[src/rtl/mem_load_pipe.sv]
// mem_load_pipe: load memory stage that issues cache reads, merges split pieces and registers the result
//
// Ports:
//   clk, rst            clock; synchronous active-low reset
//   i_v .. i_EIP        translated uop from the TLB stage (valid, read flag, address, bytes-1, split flag, passthroughs)
//   i_flush             kill everything in flight
//   i_stall             downstream cannot consume o_v this cycle
//   o_stall             upstream must hold its uop
//   cache_req_v/addr/size, cache_ack/rdata   cache read request and response
//   o_v, o_data, o_pa, o_CS, o_EIP           registered result to execute
module mem_load_pipe #(
    parameter int PA_W = 15,
    parameter int CS_W = 51
) (
    input  logic            clk,
    input  logic            rst,
    input  logic            i_v,
    input  logic            i_memRen,
    input  logic [PA_W-1:0] i_pa,
    input  logic [1:0]      i_reqSize,
    input  logic            i_spill,
    input  logic [CS_W-1:0] i_CS,
    input  logic [31:0]     i_EIP,
    input  logic            i_flush,
    input  logic            i_stall,
    output logic            o_stall,
    output logic            cache_req_v,
    output logic [PA_W-1:0] cache_addr,
    output logic [1:0]      cache_size,
    input  logic            cache_ack,
    input  logic [31:0]     cache_rdata,
    output logic            o_v,
    output logic [31:0]     o_data,
    output logic [PA_W-1:0] o_pa,
    output logic [CS_W-1:0] o_CS,
    output logic [31:0]     o_EIP
);
    typedef enum logic [1:0] {IDLE, ISSUE, SPLIT, HOLD} state_t;

    state_t          state_q, state_d;
    logic [PA_W-1:0] pa_q, pa_d, fpa_q, fpa_d, out_pa_q, out_pa_d;
    logic [1:0]      size_q, size_d;
    logic            spill_q, spill_d, out_v_q, out_v_d;
    logic [CS_W-1:0] cs_q, cs_d, out_cs_q, out_cs_d;
    logic [31:0]     eip_q, eip_d, out_eip_q, out_eip_d;
    logic [31:0]     acc_q, acc_d, out_data_q, out_data_d;
    logic [2:0]      n1_q, n1_d;
    logic            accept, out_free;
    logic [31:0]     piece, merged;

    assign o_stall     = state_q == ISSUE || state_q == HOLD || (out_v_q && i_stall && state_q != SPLIT);
    assign accept      = i_v && !o_stall;
    assign out_free    = !out_v_q || !i_stall;
    assign cache_req_v = state_q == ISSUE;
    assign cache_addr  = pa_q;
    assign cache_size  = size_q;
    assign o_v         = out_v_q;
    assign o_data      = out_data_q;
    assign o_pa        = out_pa_q;
    assign o_CS        = out_cs_q;
    assign o_EIP       = out_eip_q;

    // Keep only the size+1 requested bytes, then place them after the n1 bytes already gathered;
    // anything shifted beyond bit 31 falls off.
    assign piece  = cache_rdata & (32'hFFFF_FFFF >> {~size_q, 3'b000});
    assign merged = acc_q | (piece << {n1_q, 3'b000});

    always_comb begin
        state_d    = state_q;
        pa_d       = pa_q;
        fpa_d      = fpa_q;
        size_d     = size_q;
        spill_d    = spill_q;
        cs_d       = cs_q;
        eip_d      = eip_q;
        acc_d      = acc_q;
        n1_d       = n1_q;
        out_v_d    = out_v_q && i_stall;
        out_data_d = out_data_q;
        out_pa_d   = out_pa_q;
        out_cs_d   = out_cs_q;
        out_eip_d  = out_eip_q;
        if (i_flush) begin
            state_d = IDLE;
            acc_d   = '0;
            n1_d    = '0;
            out_v_d = 1'b0;
        end else begin
            case (state_q)
                IDLE: if (accept) begin
                    if (i_memRen) begin
                        pa_d    = i_pa;
                        fpa_d   = i_pa;
                        size_d  = i_reqSize;
                        spill_d = i_spill;
                        cs_d    = i_CS;
                        eip_d   = i_EIP;
                        acc_d   = '0;
                        n1_d    = '0;
                        state_d = ISSUE;
                    end else begin
                        out_v_d    = 1'b1;
                        out_data_d = '0;
                        out_pa_d   = i_pa;
                        out_cs_d   = i_CS;
                        out_eip_d  = i_EIP;
                    end
                end
                ISSUE: if (cache_ack) begin
                    acc_d = merged;
                    if (spill_q) begin
                        n1_d    = {1'b0, size_q} + 3'd1;
                        state_d = SPLIT;
                    end else if (out_free) begin
                        out_v_d    = 1'b1;
                        out_data_d = merged;
                        out_pa_d   = fpa_q;
                        out_cs_d   = cs_q;
                        out_eip_d  = eip_q;
                        acc_d      = '0;
                        n1_d       = '0;
                        state_d    = IDLE;
                    end else begin
                        state_d = HOLD;
                    end
                end
                // Second piece: only its address and size matter; it is always a read.
                SPLIT: if (accept) begin
                    pa_d    = i_pa;
                    size_d  = i_reqSize;
                    spill_d = 1'b0;
                    state_d = ISSUE;
                end
                HOLD: if (out_free) begin
                    out_v_d    = 1'b1;
                    out_data_d = acc_q;
                    out_pa_d   = fpa_q;
                    out_cs_d   = cs_q;
                    out_eip_d  = eip_q;
                    acc_d      = '0;
                    n1_d       = '0;
                    state_d    = IDLE;
                end
            endcase
        end
    end

    always_ff @(posedge clk) begin
        if (!rst) begin
            state_q    <= IDLE;
            pa_q       <= '0;
            fpa_q      <= '0;
            size_q     <= '0;
            spill_q    <= 1'b0;
            cs_q       <= '0;
            eip_q      <= '0;
            acc_q      <= '0;
            n1_q       <= '0;
            out_v_q    <= 1'b0;
            out_data_q <= '0;
            out_pa_q   <= '0;
            out_cs_q   <= '0;
            out_eip_q  <= '0;
        end else begin
            state_q    <= state_d;
            pa_q       <= pa_d;
            fpa_q      <= fpa_d;
            size_q     <= size_d;
            spill_q    <= spill_d;
            cs_q       <= cs_d;
            eip_q      <= eip_d;
            acc_q      <= acc_d;
            n1_q       <= n1_d;
            out_v_q    <= out_v_d;
            out_data_q <= out_data_d;
            out_pa_q   <= out_pa_d;
            out_cs_q   <= out_cs_d;
            out_eip_q  <= out_eip_d;
        end
    end
endmodule

[config.mk]
export PLATFORM = sky130hd
export DESIGN_NAME = mem_load_pipe
export DESIGN_NICKNAME = d
export VERILOG_FILES = /design/src/rtl/mem_load_pipe.sv
export SDC_FILE = /design/constraint.sdc
export NUM_CORES = 1
export LEC_CHECK = 0
export ABC_AREA = 1
export CAP_MARGIN = 0
export CORE_MARGIN = 2
export CORE_UTILIZATION = 25
export CTS_CLUSTER_SIZE = 16
export DETAILED_ROUTE_END_ITERATION = 10
export GPL_TIMING_DRIVEN = 0
export PLACE_DENSITY = 0.42
export REMOVE_ABC_BUFFERS = 1
export SLEW_MARGIN = 25
export SYNTH_ARGS = -nofsm -noshare
export SYNTH_HDL_FRONTEND = slang
export SYNTH_SLANG_ARGS = --single-unit
[constraint.sdc]
create_clock -name clk -period 2.85 [get_ports clk]
set_clock_uncertainty 0.1 [all_clocks]
set_input_delay 0.855 -clock clk [delete_from_list [all_inputs] [get_ports clk]]
set_output_delay 0.855 -clock clk [all_outputs]
set_load 0.005 [all_outputs]
==> run_summary.xml, run 1 <==
<?xml version="1.0" encoding="UTF-8"?>
<metrics>
  <group name="finish">
    <metric name="final_cell_mix" unit="">nand2_1, nor2_1, clkdlybuf4s50_1, dfxtp_1, a21oi_1</metric>
    <metric name="fillCellCount" unit="">5343</metric>
    <metric name="final_design_area_no_fill" unit="µm²">17440</metric>
    <metric name="area_growth_syn_to_layout" unit="%">39.84</metric>
    <metric name="final_layout_size_suffix_gt1_frac" unit="">0.05204</metric>
    <metric name="mostFrequentLayoutCell" unit="">nand2_1</metric>
    <metric name="post-route-util" unit="">0.3556</metric>
    <metric name="layout.nets" unit="">2275</metric>
  </group>
  <group name="pwr">
    <metric name="total_power" unit="mW">10.05</metric>
    <metric name="vdd_ir_drop_max" unit="µV">323.1</metric>
    <metric name="combinationalPowerShare" unit="">0.134</metric>
    <metric name="p_leak" unit="nW">6.939</metric>
    <metric name="p_switching" unit="mW">2.647</metric>
    <metric name="share_of_total_power_in_sequential_cells" unit="">0.422</metric>
    <metric name="p_clk_frac" unit="">0.443</metric>
    <metric name="sw_frac_of_total" unit="">0.2634</metric>
    <metric name="power_report.internal_total" unit="mW">7.400</metric>
    <metric name="power.density_cell_area" unit="nW/µm²">576.1</metric>
  </group>
  <group name="global_route">
    <metric name="grt_antenna_before_repair" unit="">7</metric>
    <metric name="first_global_vias" unit="">12180</metric>
    <metric name="grt_start_max_net_pins" unit="">94</metric>
    <metric name="grt_first_pass_wirelength" unit="µm">72660</metric>
    <metric name="grt_use_total" unit="">0.1830</metric>
    <metric name="globalRoute.totalOverflow" unit="">0</metric>
  </group>
  <group name="timing">
    <metric name="timing.hold.ws" unit="ps">344.5</metric>
    <metric name="final_max_slew_violation_count" unit="">0</metric>
    <metric name="finalHoldViolCount" unit="">0</metric>
    <metric name="tightestPinTransition" unit="ps">820.1</metric>
    <metric name="max_freq" unit="MHz">357.4</metric>
    <metric name="timing.final.crit_share" unit="">0.9818</metric>
    <metric name="finalSetupViolCount" unit="">0</metric>
    <metric name="fin_crit" unit="ps">2798</metric>
    <metric name="max_slew_margin" unit="">0.4512</metric>
  </group>
  <group name="placed_design">
    <metric name="place_congestion" unit="">0.7850</metric>
    <metric name="hpwl" unit="µm">29510</metric>
    <metric name="place_area" unit="µm²">16110</metric>
    <metric name="numPortBuffers" unit="">289</metric>
  </group>
  <group name="routing">
    <metric name="first_pass_iteration_count_of_the_detailed_router" unit="">5</metric>
    <metric name="remaining_drc_errors" unit="">0</metric>
    <metric name="final_antenna_net_count" unit="">0</metric>
    <metric name="vias" unit="">12700</metric>
    <metric name="initial_drc_count" unit="">781</metric>
    <metric name="route.final.wire_length" unit="µm">48090</metric>
    <metric name="routed_via_density" unit="">4.508</metric>
    <metric name="avgRoutedWirePerCell" unit="µm">17.07</metric>
  </group>
  <group name="die">
    <metric name="floorplan.core_area" unit="µm²">49050</metric>
    <metric name="num_rows" unit="">81</metric>
    <metric name="floorplan.die.width" unit="µm">227.4</metric>
    <metric name="io-pin-count" unit="">290</metric>
    <metric name="die_area" unit="µm²">51690</metric>
    <metric name="die_height" unit="µm">227.4</metric>
    <metric name="starting_utilization_of_the_core_area" unit="">0.2543</metric>
  </group>
  <group name="setup_path">
    <metric name="arrival_time_at_the_worst_endpoint" unit="ps">1840</metric>
    <metric name="criticalPathCategory" unit="">input pin to primary output</metric>
    <metric name="worst_ep_required_time" unit="ps">1900</metric>
    <metric name="timing.critical_path.to_type" unit="">primary output</metric>
    <metric name="critical_path.startpoint_type" unit="">input pin</metric>
    <metric name="worst-path-max-fanout" unit="">3</metric>
  </group>
  <group name="cts">
    <metric name="clk_latency" unit="ps">550</metric>
    <metric name="cts_num_sinks" unit="">284</metric>
    <metric name="cts_tree" unit="">yes</metric>
    <metric name="cts_inserted_buffers" unit="">37</metric>
    <metric name="cts_htree_levels" unit="">2</metric>
    <metric name="hold_buffers" unit="">0</metric>
    <metric name="cts-root-buf" unit="">clkbuf_16</metric>
    <metric name="worst_setup_hold_path_clk_slew" unit="ps">50</metric>
    <metric name="clk_path_buf_depth" unit="">3</metric>
  </group>
  <group name="synthesis">
    <metric name="synth.yosys.seq_area_share" unit="">0.4559</metric>
    <metric name="cell_types_occupying_the_most_area_after_synthesis" unit="">dfxtp_1, nand2_1, nor2_1</metric>
    <metric name="mappedNetlistArea" unit="µm²">12470</metric>
    <metric name="netlist_instances" unit="">1900</metric>
    <metric name="ys_warn_count" unit="">0</metric>
    <metric name="number_of_storage_elements_in_the_synthesis_netlist" unit="">284</metric>
    <metric name="synth_cell_types" unit="">25</metric>
    <metric name="synth_top_area_cell" unit="">dfxtp_1</metric>
    <metric name="synthesized_area_divided_by_synthesized_cell_count" unit="µm²">6.564</metric>
    <metric name="yosysTopAreaCellShare" unit="">0.4559</metric>
  </group>
  <group name="run">
    <metric name="max-cap-violations" unit="">0</metric>
  </group>
  <group name="min_path">
    <metric name="hp-class" unit="">register to register</metric>
  </group>
  <group name="run_status">
    <metric name="status" unit="">finished clean</metric>
  </group>
</metrics>
[per-layer routing]
layer | share of wire | track usage
met5 | 0.0018 | 0
met4 | 0.022 | 0.04828
met3 | 0.064 | 0.04956
met2 | 0.46 | 0.2978
met1 | 0.45 | 0.2386
[Yosys cell counts (all sizes together)]
cell type  count
o21ai        132
nor2         310
or2            2
nor3           7
inv           71
clkinv         2
buf           60
nand4         19
ha             2
dfxtp        284
nand3         63
a21oi        161
nand2        717
a31oi          1
clkbuf        69
[sequential cells by signal, indices dropped and copies added, names as in the netlist, 2 cells and up]
signal,cells
acc_q,32
cache_addr,15
cache_size,2
cs_q,51
eip_q,32
fpa_q,15
n1_q,3
o_CS,51
o_EIP,32
o_data,32
o_pa,15
state_q,2
[power by group through the flow]
| stage | clock, mW | sequential, mW | combinational (mW) |
|---|---|---|---|
| CTS | 4.63 | 4.25 | 1.37 |
| finish | 4.46 | 4.24 | 1.35 |
| global route | 4.76 | 4.27 | 1.50 |
| detailed placement | 0 | 4.34 | 1.32 |
| floorplan | 0 | 4.34 | 0.543 |
| global placement | 0 | 4.36 | 1.25 |
[timing repair]
item | CTS | global route
pin swaps | 1 | 0
setup buffers | 5 | 4
gates cloned | 5 | 2
setup endpoints to repair | 274 | 110
gates resized for setup | 17 | 8
[per-stage QoR]
step,setup TNS (ps),setup slack (ps),std cells
2_1_floorplan,-854330,-3215,1771
3_3_place_gp,-2895330,-10570,2724
3_5_place_dp,-158040,-905.8,2743
4_1_cts,0,12.96,2810
5_1_grt,-5.566,-5.566,2817
6_report,0,51.87,2817
[cells by family (layout without fill, tap and decap cells)]
logic type	Yosys count	count (layout)	share of synthesized area
buffers and inverters	202	454	0.07193
DFF	284	284	0.4559
and+or+nand+nor	1118	1118	0.3515
AOI/OAI and AO/OA	294	294	0.1187
other	0	1	0
adders and majority gates	2	2	0.002006
[layout make-up]
class | instances | area [µm²] | area share
multi-input combinational | 1414 | 5941 | 0.3406
sequential | 284 | 5695 | 0.3266
timing repair buffer | 318 | 3485 | 0.1998
clock buffer | 55 | 1096 | 0.06285
tap | 664 | 830.8 | 0.04764
inverter | 73 | 331.6 | 0.01901
timing repair inverter | 5 | 40.04 | 0.002296
clock inverter | 3 | 18.77 | 0.001076
antenna | 1 | 2.502 | 0.0001435
[worst paths after layout]
check / startpoint / end / slack [ps] / cells after the start
hold / removal: acc_q[3]$_SDFFE_PP0P_ / acc_q[3]$_SDFFE_PP0P_ / 340 / 2
setup reg to reg: state_q[0]$_SDFFE_PP0P_ / cs_q[24]$_SDFFE_PN0P_ / 250 / 11
hold reg to reg: acc_q[3]$_SDFFE_PP0P_ / acc_q[3]$_SDFFE_PP0P_ / 340 / 2
setup / recovery: i_stall / o_stall / 50 / 4
[worst max-delay path: stages]
cell	delay, ps
dlygate4sd2_1	250
nand3_1	120
nand2_1	110
clkdlybuf4s50_1	500
Power figures use the tool's default switching activity.
==> run 2: changes to the inputs <==
--- a/config.mk
+++ b/config.mk
@@ -5,9 +5,7 @@
 export SDC_FILE = /design/constraint.sdc
 export NUM_CORES = 1
 export LEC_CHECK = 0
-export ABC_AREA = 1
 export CAP_MARGIN = 0
-export CORE_MARGIN = 2
 export CORE_UTILIZATION = 25
 export CTS_CLUSTER_SIZE = 16
 export DETAILED_ROUTE_END_ITERATION = 10
==> run 2 against run 1 <==
Sequential share of layout area shrank 0.66 points; sequential cell count is the same; synthesized cell count shrank 27%; clock power grew 2%; global-route usage shrank 1.2 points.
==> run_summary.xml, run 2 <==
<?xml version="1.0" encoding="UTF-8"?>
<metrics>
  <group name="routing">
    <metric name="route.final.wire_length" unit="µm">45220</metric>
    <metric name="final_antenna_net_count" unit="">0</metric>
    <metric name="remaining_drc_errors" unit="">0</metric>
    <metric name="routed_via_density" unit="">4.751</metric>
    <metric name="vias" unit="">11130</metric>
    <metric name="first_pass_iteration_count_of_the_detailed_router" unit="">7</metric>
    <metric name="initial_drc_count" unit="">591</metric>
    <metric name="avgRoutedWirePerCell" unit="µm">19.31</metric>
  </group>
  <group name="placed_design">
    <metric name="numPortBuffers" unit="">289</metric>
    <metric name="hpwl" unit="µm">30150</metric>
    <metric name="place_congestion" unit="">0.7424</metric>
    <metric name="dp_slack" unit="ps">-1281</metric>
  </group>
  <group name="setup_path">
    <metric name="timing.critical_path.to_type" unit="">register</metric>
    <metric name="crit_path_cell_trace" unit="">clkdlybuf4s50_1, a21bo_2, or4_4, buf_12, buf_16, nand2_1, a21oi_1</metric>
    <metric name="worst_ep_required_time" unit="ps">3150</metric>
    <metric name="critPathSlowestCell" unit="">or4_4</metric>
    <metric name="arrival_time_at_the_worst_endpoint" unit="ps">3080</metric>
    <metric name="critPathMaxStageDelay" unit="ps">720</metric>
    <metric name="critical_path.startpoint_type" unit="">input pin</metric>
    <metric name="worst-path-max-fanout" unit="">46</metric>
    <metric name="criticalPathCategory" unit="">input pin to register</metric>
  </group>
  <group name="synthesis">
    <metric name="synthesized_area_divided_by_synthesized_cell_count" unit="µm²">9.127</metric>
    <metric name="most_common_cell_in_the_netlist" unit="">dfxtp_1</metric>
    <metric name="yosysTopAreaCellShare" unit="">0.4488</metric>
    <metric name="ys.flop_type" unit="">dfxtp_1</metric>
    <metric name="netlist_instances" unit="">1388</metric>
    <metric name="synth_cell_types" unit="">55</metric>
    <metric name="synth.yosys.seq_area_share" unit="">0.4488</metric>
    <metric name="number_of_storage_elements_in_the_synthesis_netlist" unit="">284</metric>
    <metric name="ys_warn_count" unit="">0</metric>
    <metric name="ys_async_sr_fraction" unit="">0</metric>
    <metric name="yosys-top-cells-count" unit="">dfxtp_1, nand2_1, a21oi_1, mux2i_1, a211oi_2</metric>
    <metric name="cell_types_occupying_the_most_area_after_synthesis" unit="">dfxtp_1, a21oi_1, mux2i_1</metric>
    <metric name="mappedNetlistArea" unit="µm²">12670</metric>
    <metric name="synth-edff-count" unit="">0</metric>
    <metric name="synth_top_area_cell" unit="">dfxtp_1</metric>
  </group>
  <group name="cts">
    <metric name="cts_num_sinks" unit="">284</metric>
    <metric name="cts_inserted_buffers" unit="">37</metric>
    <metric name="cts-root-buf" unit="">clkbuf_16</metric>
    <metric name="cts_htree_levels" unit="">2</metric>
    <metric name="clk_latency" unit="ps">560</metric>
    <metric name="worst_setup_hold_path_clk_slew" unit="ps">60</metric>
    <metric name="hold_buffers" unit="">0</metric>
    <metric name="cts_tree" unit="">yes</metric>
    <metric name="clk_path_buf_depth" unit="">3</metric>
  </group>
  <group name="die">
    <metric name="die_height" unit="µm">227.1</metric>
    <metric name="die_area" unit="µm²">51580</metric>
    <metric name="floorplan.die.width" unit="µm">227.1</metric>
    <metric name="num_rows" unit="">82</metric>
    <metric name="floorplan.core_area" unit="µm²">50070</metric>
    <metric name="starting_utilization_of_the_core_area" unit="">0.2530</metric>
    <metric name="io-pin-count" unit="">290</metric>
  </group>
  <group name="pwr">
    <metric name="power.density_cell_area" unit="nW/µm²">569.0</metric>
    <metric name="vdd_ir_drop_max" unit="µV">366.9</metric>
    <metric name="total_power" unit="mW">10.13</metric>
    <metric name="p_leak" unit="nW">5.915</metric>
  </group>
  <group name="run_status">
    <metric name="status" unit="">finished clean</metric>
  </group>
  <group name="timing">
    <metric name="timing.final.crit_share" unit="">0.9742</metric>
    <metric name="max_slew_margin" unit="">0.4490</metric>
    <metric name="finalSetupViolCount" unit="">0</metric>
    <metric name="fin_crit" unit="ps">2776</metric>
    <metric name="max_freq" unit="MHz">360.2</metric>
    <metric name="postLayoutSetupSlackWorst" unit="ps">73.67</metric>
    <metric name="grt_setup_unrepaired" unit="">no</metric>
    <metric name="tightestPinTransition" unit="ps">823.5</metric>
    <metric name="final_max_slew_violation_count" unit="">0</metric>
    <metric name="finalHoldViolCount" unit="">0</metric>
  </group>
  <group name="global_route">
    <metric name="grt_use_total" unit="">0.1709</metric>
    <metric name="grt_first_pass_wirelength" unit="µm">67350</metric>
    <metric name="first_global_vias" unit="">10620</metric>
    <metric name="grt_antenna_before_repair" unit="">10</metric>
    <metric name="globalRoute.totalOverflow" unit="">0</metric>
    <metric name="grt_start_max_net_pins" unit="">100</metric>
  </group>
  <group name="finish">
    <metric name="final_cell_mix" unit="">clkdlybuf4s50_1, dfxtp_1, nand2_1, a21oi_1, mux2i_1</metric>
    <metric name="final_layout_size_suffix_gt1_frac" unit="">0.1363</metric>
    <metric name="mostFrequentLayoutCell" unit="">clkdlybuf4s50_1</metric>
    <metric name="area_growth_syn_to_layout" unit="%">40.49</metric>
    <metric name="post-route-util" unit="">0.3555</metric>
    <metric name="layout.nets" unit="">1785</metric>
  </group>
  <group name="min_path">
    <metric name="hp-class" unit="">register to register</metric>
  </group>
  <group name="run">
    <metric name="max-cap-violations" unit="">0</metric>
  </group>
</metrics>
==> run 2: per-stage QoR <==
stage / hold slack (ps) / cells / setup TNS (ps) / cell area (µm²)
global route: 368.5 / 2340 / 0 / 17790
detailed placement: 342.3 / 2259 / -151620 / 16450
CTS: 349.8 / 2329 / 0 / 17710
global placement: 340.6 / 2220 / -2803880 / 15680
floorplan: 325.8 / 1259 / -1077720 / 11950
finish: 346.4 / 2342 / 0 / 17800
==> run 2: cell type report <==
class	instances	area (µm²)
inverter	29	116.4
antenna	4	10.01
clock inverter	5	97.59
sequential	284	5695
clock buffer	57	1061
fill	5144	32270
tap	672	840.8
multi-input combinational	946	6248
timing repair buffer	345	3729
==> run 2: critical path, delay by kind of cell <==
kind                   cells  cell delay [ps]
buffers and inverters      3              970
and+or+nand+nor            2              820
AOI/OAI and AO/OA          2              370
==> run 2: metal layers <==
layer  vias to the layer above  share of wire  GRT usage
li1                       5419              -          -
met1                      5352           0.45     0.2188
met2                       265           0.45     0.2629
met3                        77          0.083    0.06660
met4                        14          0.021    0.05218
met5                         -         0.0023          0
==> run 2: final timing paths <==
kind / startpoint / to / slack [ps] / cells past startpoint
max: i_memRen / eip_q[8]$_SDFFE_PN0P_ / 70 / 7
min: acc_q[16]$_SDFFE_PP0P_ / acc_q[16]$_SDFFE_PP0P_ / 350 / 2
max reg2reg: state_q[0]$_SDFFE_PP0P_ / o_CS[2]$_SDFFE_PN0P_ / 230 / 10
min reg2reg: acc_q[16]$_SDFFE_PP0P_ / acc_q[16]$_SDFFE_PP0P_ / 350 / 2
==> run 2: cell families (layout without fill, tap and decap cells) <==
family,Yosys count,after routing,share of synthesized area
compound gates,460,460,0.2528
fa+ha+maj,2,2,0.001975
buf+inv,158,436,0.06568
flops,284,284,0.4488
mux,123,123,0.1051
other cells,0,4,0
simple gates,361,361,0.1256
==> run 2: timing repair <==
item | in CTS | in global routing
pin swaps | 3 | 3
resized for setup | 9 | 3
setup endpoints to repair | 125 | 41
cloned | 0 | 0
endpoints found under the hold margin | 0 | 0
setup buffers | 8 | 9
==> run 2: power by group <==
part / switching [mW] / internal [mW] / total (mW)
Combinational: 0.697 / 0.688 / 1.38
Sequential: 0.0859 / 4.13 / 4.21
Clock: 1.87 / 2.66 / 4.53
==> run 3: changes to the inputs <==
==> constraint.sdc (replaced) <==
create_clock -name clk -period 2.7 [get_ports clk]
set_clock_uncertainty 0.1 [all_clocks]
set_input_delay 0.81 -clock clk [delete_from_list [all_inputs] [get_ports clk]]
set_output_delay 0.81 -clock clk [all_outputs]
set_load 0.005 [all_outputs]
==> run 3 against run 2 <==
First-iteration DRC count rose by 3.0%; combinational power rose by 7%; register-to-register slack got worse by 100 ps; sequential share of layout area barely moved; non-clock buffer count did not move; design area barely moved; clock power rose by 5.7%; power rose by 5.7%; worst setup slack got worse by 6.6 ps; critical path depth fell by 5; count of clock-buffer cells in the layout did not move; cell count barely moved; critical path type is now register to primary output; critical endpoint is now cache_req_v; highest routed layer unchanged.
==> run_summary.xml, run 3 (synthesized netlist as in run 2, its figures left out) <==
<?xml version="1.0" encoding="UTF-8"?>
<metrics>
  <group name="routing">
    <metric name="route.final.wire_length" unit="µm">46100</metric>
    <metric name="final_antenna_net_count" unit="">0</metric>
    <metric name="first_pass_iteration_count_of_the_detailed_router" unit="">6</metric>
    <metric name="remaining_drc_errors" unit="">0</metric>
    <metric name="avgRoutedWirePerCell" unit="µm">19.68</metric>
    <metric name="initial_drc_count" unit="">609</metric>
    <metric name="routed_via_density" unit="">4.732</metric>
    <metric name="vias" unit="">11090</metric>
  </group>
  <group name="pwr">
    <metric name="power.density_cell_area" unit="nW/µm²">600.9</metric>
    <metric name="p_leak" unit="nW">5.904</metric>
    <metric name="vdd_ir_drop_max" unit="µV">387.6</metric>
  </group>
  <group name="setup_path">
    <metric name="critPathTopFamily" unit="">buffers and inverters</metric>
    <metric name="critical_path.startpoint_type" unit="">register</metric>
    <metric name="arrival_time_at_the_worst_endpoint" unit="ps">1720</metric>
    <metric name="critPathSlowestCell" unit="">clkdlybuf4s50_1</metric>
    <metric name="worst-path-max-fanout" unit="">19</metric>
    <metric name="worst_ep_required_time" unit="ps">1790</metric>
    <metric name="timing.critical_path.to_type" unit="">primary output</metric>
    <metric name="setup.reg_to_reg.worst_slack" unit="ps">130</metric>
    <metric name="criticalPathCategory" unit="">register to primary output</metric>
    <metric name="critPathMaxStageDelay" unit="ps">520</metric>
    <metric name="crit_path_cell_trace" unit="">nor2b_2, clkdlybuf4s50_1</metric>
    <metric name="worst-path-buf-inv" unit="">1</metric>
  </group>
  <group name="finish">
    <metric name="final_cell_mix" unit="">clkdlybuf4s50_1, dfxtp_1, nand2_1, a21oi_1, mux2i_1</metric>
    <metric name="fillCellCount" unit="">5144</metric>
    <metric name="mostFrequentLayoutCell" unit="">clkdlybuf4s50_1</metric>
    <metric name="area_growth_syn_to_layout" unit="%">40.63</metric>
    <metric name="layoutNonFillerInstCount" unit="">2343</metric>
    <metric name="final_layout_size_suffix_gt1_frac" unit="">0.1380</metric>
    <metric name="layout.nets" unit="">1786</metric>
    <metric name="final_design_area_no_fill" unit="µm²">17820</metric>
    <metric name="post-route-util" unit="">0.3558</metric>
  </group>
  <group name="timing">
    <metric name="postLayoutSetupSlackWorst" unit="ps">67.09</metric>
    <metric name="max_slew_margin" unit="">0.4585</metric>
    <metric name="tightestPinTransition" unit="ps">809.2</metric>
    <metric name="grt_setup_unrepaired" unit="">yes</metric>
    <metric name="finalHoldViolCount" unit="">0</metric>
    <metric name="final_max_slew_violation_count" unit="">0</metric>
    <metric name="timing.final.crit_share" unit="">0.9752</metric>
    <metric name="max_freq" unit="MHz">379.8</metric>
    <metric name="fin_crit" unit="ps">2633</metric>
    <metric name="finalSetupViolCount" unit="">0</metric>
  </group>
  <group name="cts">
    <metric name="cts_inserted_buffers" unit="">37</metric>
    <metric name="clk_latency" unit="ps">560</metric>
    <metric name="cts-root-buf" unit="">clkbuf_16</metric>
    <metric name="clk_path_buf_depth" unit="">3</metric>
    <metric name="cts_htree_levels" unit="">2</metric>
    <metric name="cts_tree" unit="">yes</metric>
    <metric name="cts_num_sinks" unit="">284</metric>
    <metric name="worst_setup_hold_path_clk_slew" unit="ps">50</metric>
    <metric name="hold_buffers" unit="">0</metric>
  </group>
  <group name="placed_design">
    <metric name="numPortBuffers" unit="">289</metric>
    <metric name="dp_slack" unit="ps">-1386</metric>
    <metric name="place_congestion" unit="">0.7424</metric>
    <metric name="placed_cells" unit="">2259</metric>
    <metric name="hpwl" unit="µm">30150</metric>
    <metric name="place_area" unit="µm²">16450</metric>
  </group>
  <group name="global_route">
    <metric name="grt_antenna_before_repair" unit="">10</metric>
    <metric name="first_global_vias" unit="">10600</metric>
    <metric name="grt_first_pass_wirelength" unit="µm">67300</metric>
    <metric name="grt_start_max_net_pins" unit="">100</metric>
    <metric name="grt_use_total" unit="">0.1707</metric>
    <metric name="globalRoute.totalOverflow" unit="">0</metric>
  </group>
  <group name="die">
    <metric name="die_area" unit="µm²">51580</metric>
    <metric name="io-pin-count" unit="">290</metric>
    <metric name="num_rows" unit="">82</metric>
    <metric name="floorplan.die.width" unit="µm">227.1</metric>
    <metric name="die_height" unit="µm">227.1</metric>
    <metric name="floorplan.core_area" unit="µm²">50070</metric>
    <metric name="starting_utilization_of_the_core_area" unit="">0.2530</metric>
  </group>
  <group name="run_status">
    <metric name="status" unit="">finished clean</metric>
  </group>
  <group name="run">
    <metric name="max-cap-violations" unit="">0</metric>
  </group>
  <group name="min_path">
    <metric name="hp-class" unit="">register to register</metric>
  </group>
</metrics>
-- run 3: cell types whose count changed in the layout (fill, tap and decap cells not counted), sizes merged --
cell and change:
clkbuf +1, dlygate4sd2 +1, dlymetal6s2s -2, or4 +1
-- run 3: repair_timing --
action | in CTS | in global routing
setup endpoints to repair | 156 | 109
buffers inserted | 7 | 11
pin swaps | 3 | 5
cloned | 0 | 1
resized for setup | 13 | 6
-- run 3: cell type report --
class | count | area [µm²] | share of cell area
inverters | 29 | 116.4 | 0.006531
clock inverters | 5 | 97.59 | 0.005478
flip-flops and latches | 284 | 5698 | 0.3198
clock buffers | 57 | 1061 | 0.05956
well taps | 672 | 840.8 | 0.04719
multi-input cells | 947 | 6266 | 0.3517
diodes | 4 | 10.01 | 0.0005618
repair buffers | 345 | 3726 | 0.2091
-- run 3: final timing paths --
check	from	endpoint	depth (start not counted)
setup reg to reg	state_q[1]$_SDFFE_PP0P_	o_CS[2]$_SDFFE_PN0P_	8
hold reg to reg	acc_q[16]$_SDFFE_PP0P_	acc_q[16]$_SDFFE_PP0P_	2
hold / removal	acc_q[16]$_SDFFE_PP0P_	acc_q[16]$_SDFFE_PP0P_	2
setup / recovery	state_q[1]$_SDFFE_PP0P_	cache_req_v	2
-- run 3: worst min-delay path, stage by stage (launching register included) --
cell and delay [ps]:
dfxtp_1 300, inv_1 50, a21oi_1 50
-- run 3: report_power, final --
group          internal, mW  switching [mW]
Sequential             4.36          0.0910
Combinational         0.726           0.742
Clock                  2.81            1.98
Total                  7.89            2.81
-- run 3: stage by stage --
step	hold slack, ps	setup TNS [ps]	power, mW
global placement	340.6	-2846690	5.920
floorplan	325.8	-1120530	5.159
CTS	349.8	-126.4	10.87
detailed placement	342.3	-181030	5.980
finish	346.4	0	10.71
global route	368.5	-3.667	11.14
-- run 3: per-layer routing --
metal  vias to the layer above  wire length, µm  track usage
met5                         -              106            0
met4                        14             1143      0.05521
met3                        80             3704      0.06621
met2                       260            20680       0.2610
met1                      5312            20470       0.2189
li1                       5420                -            -
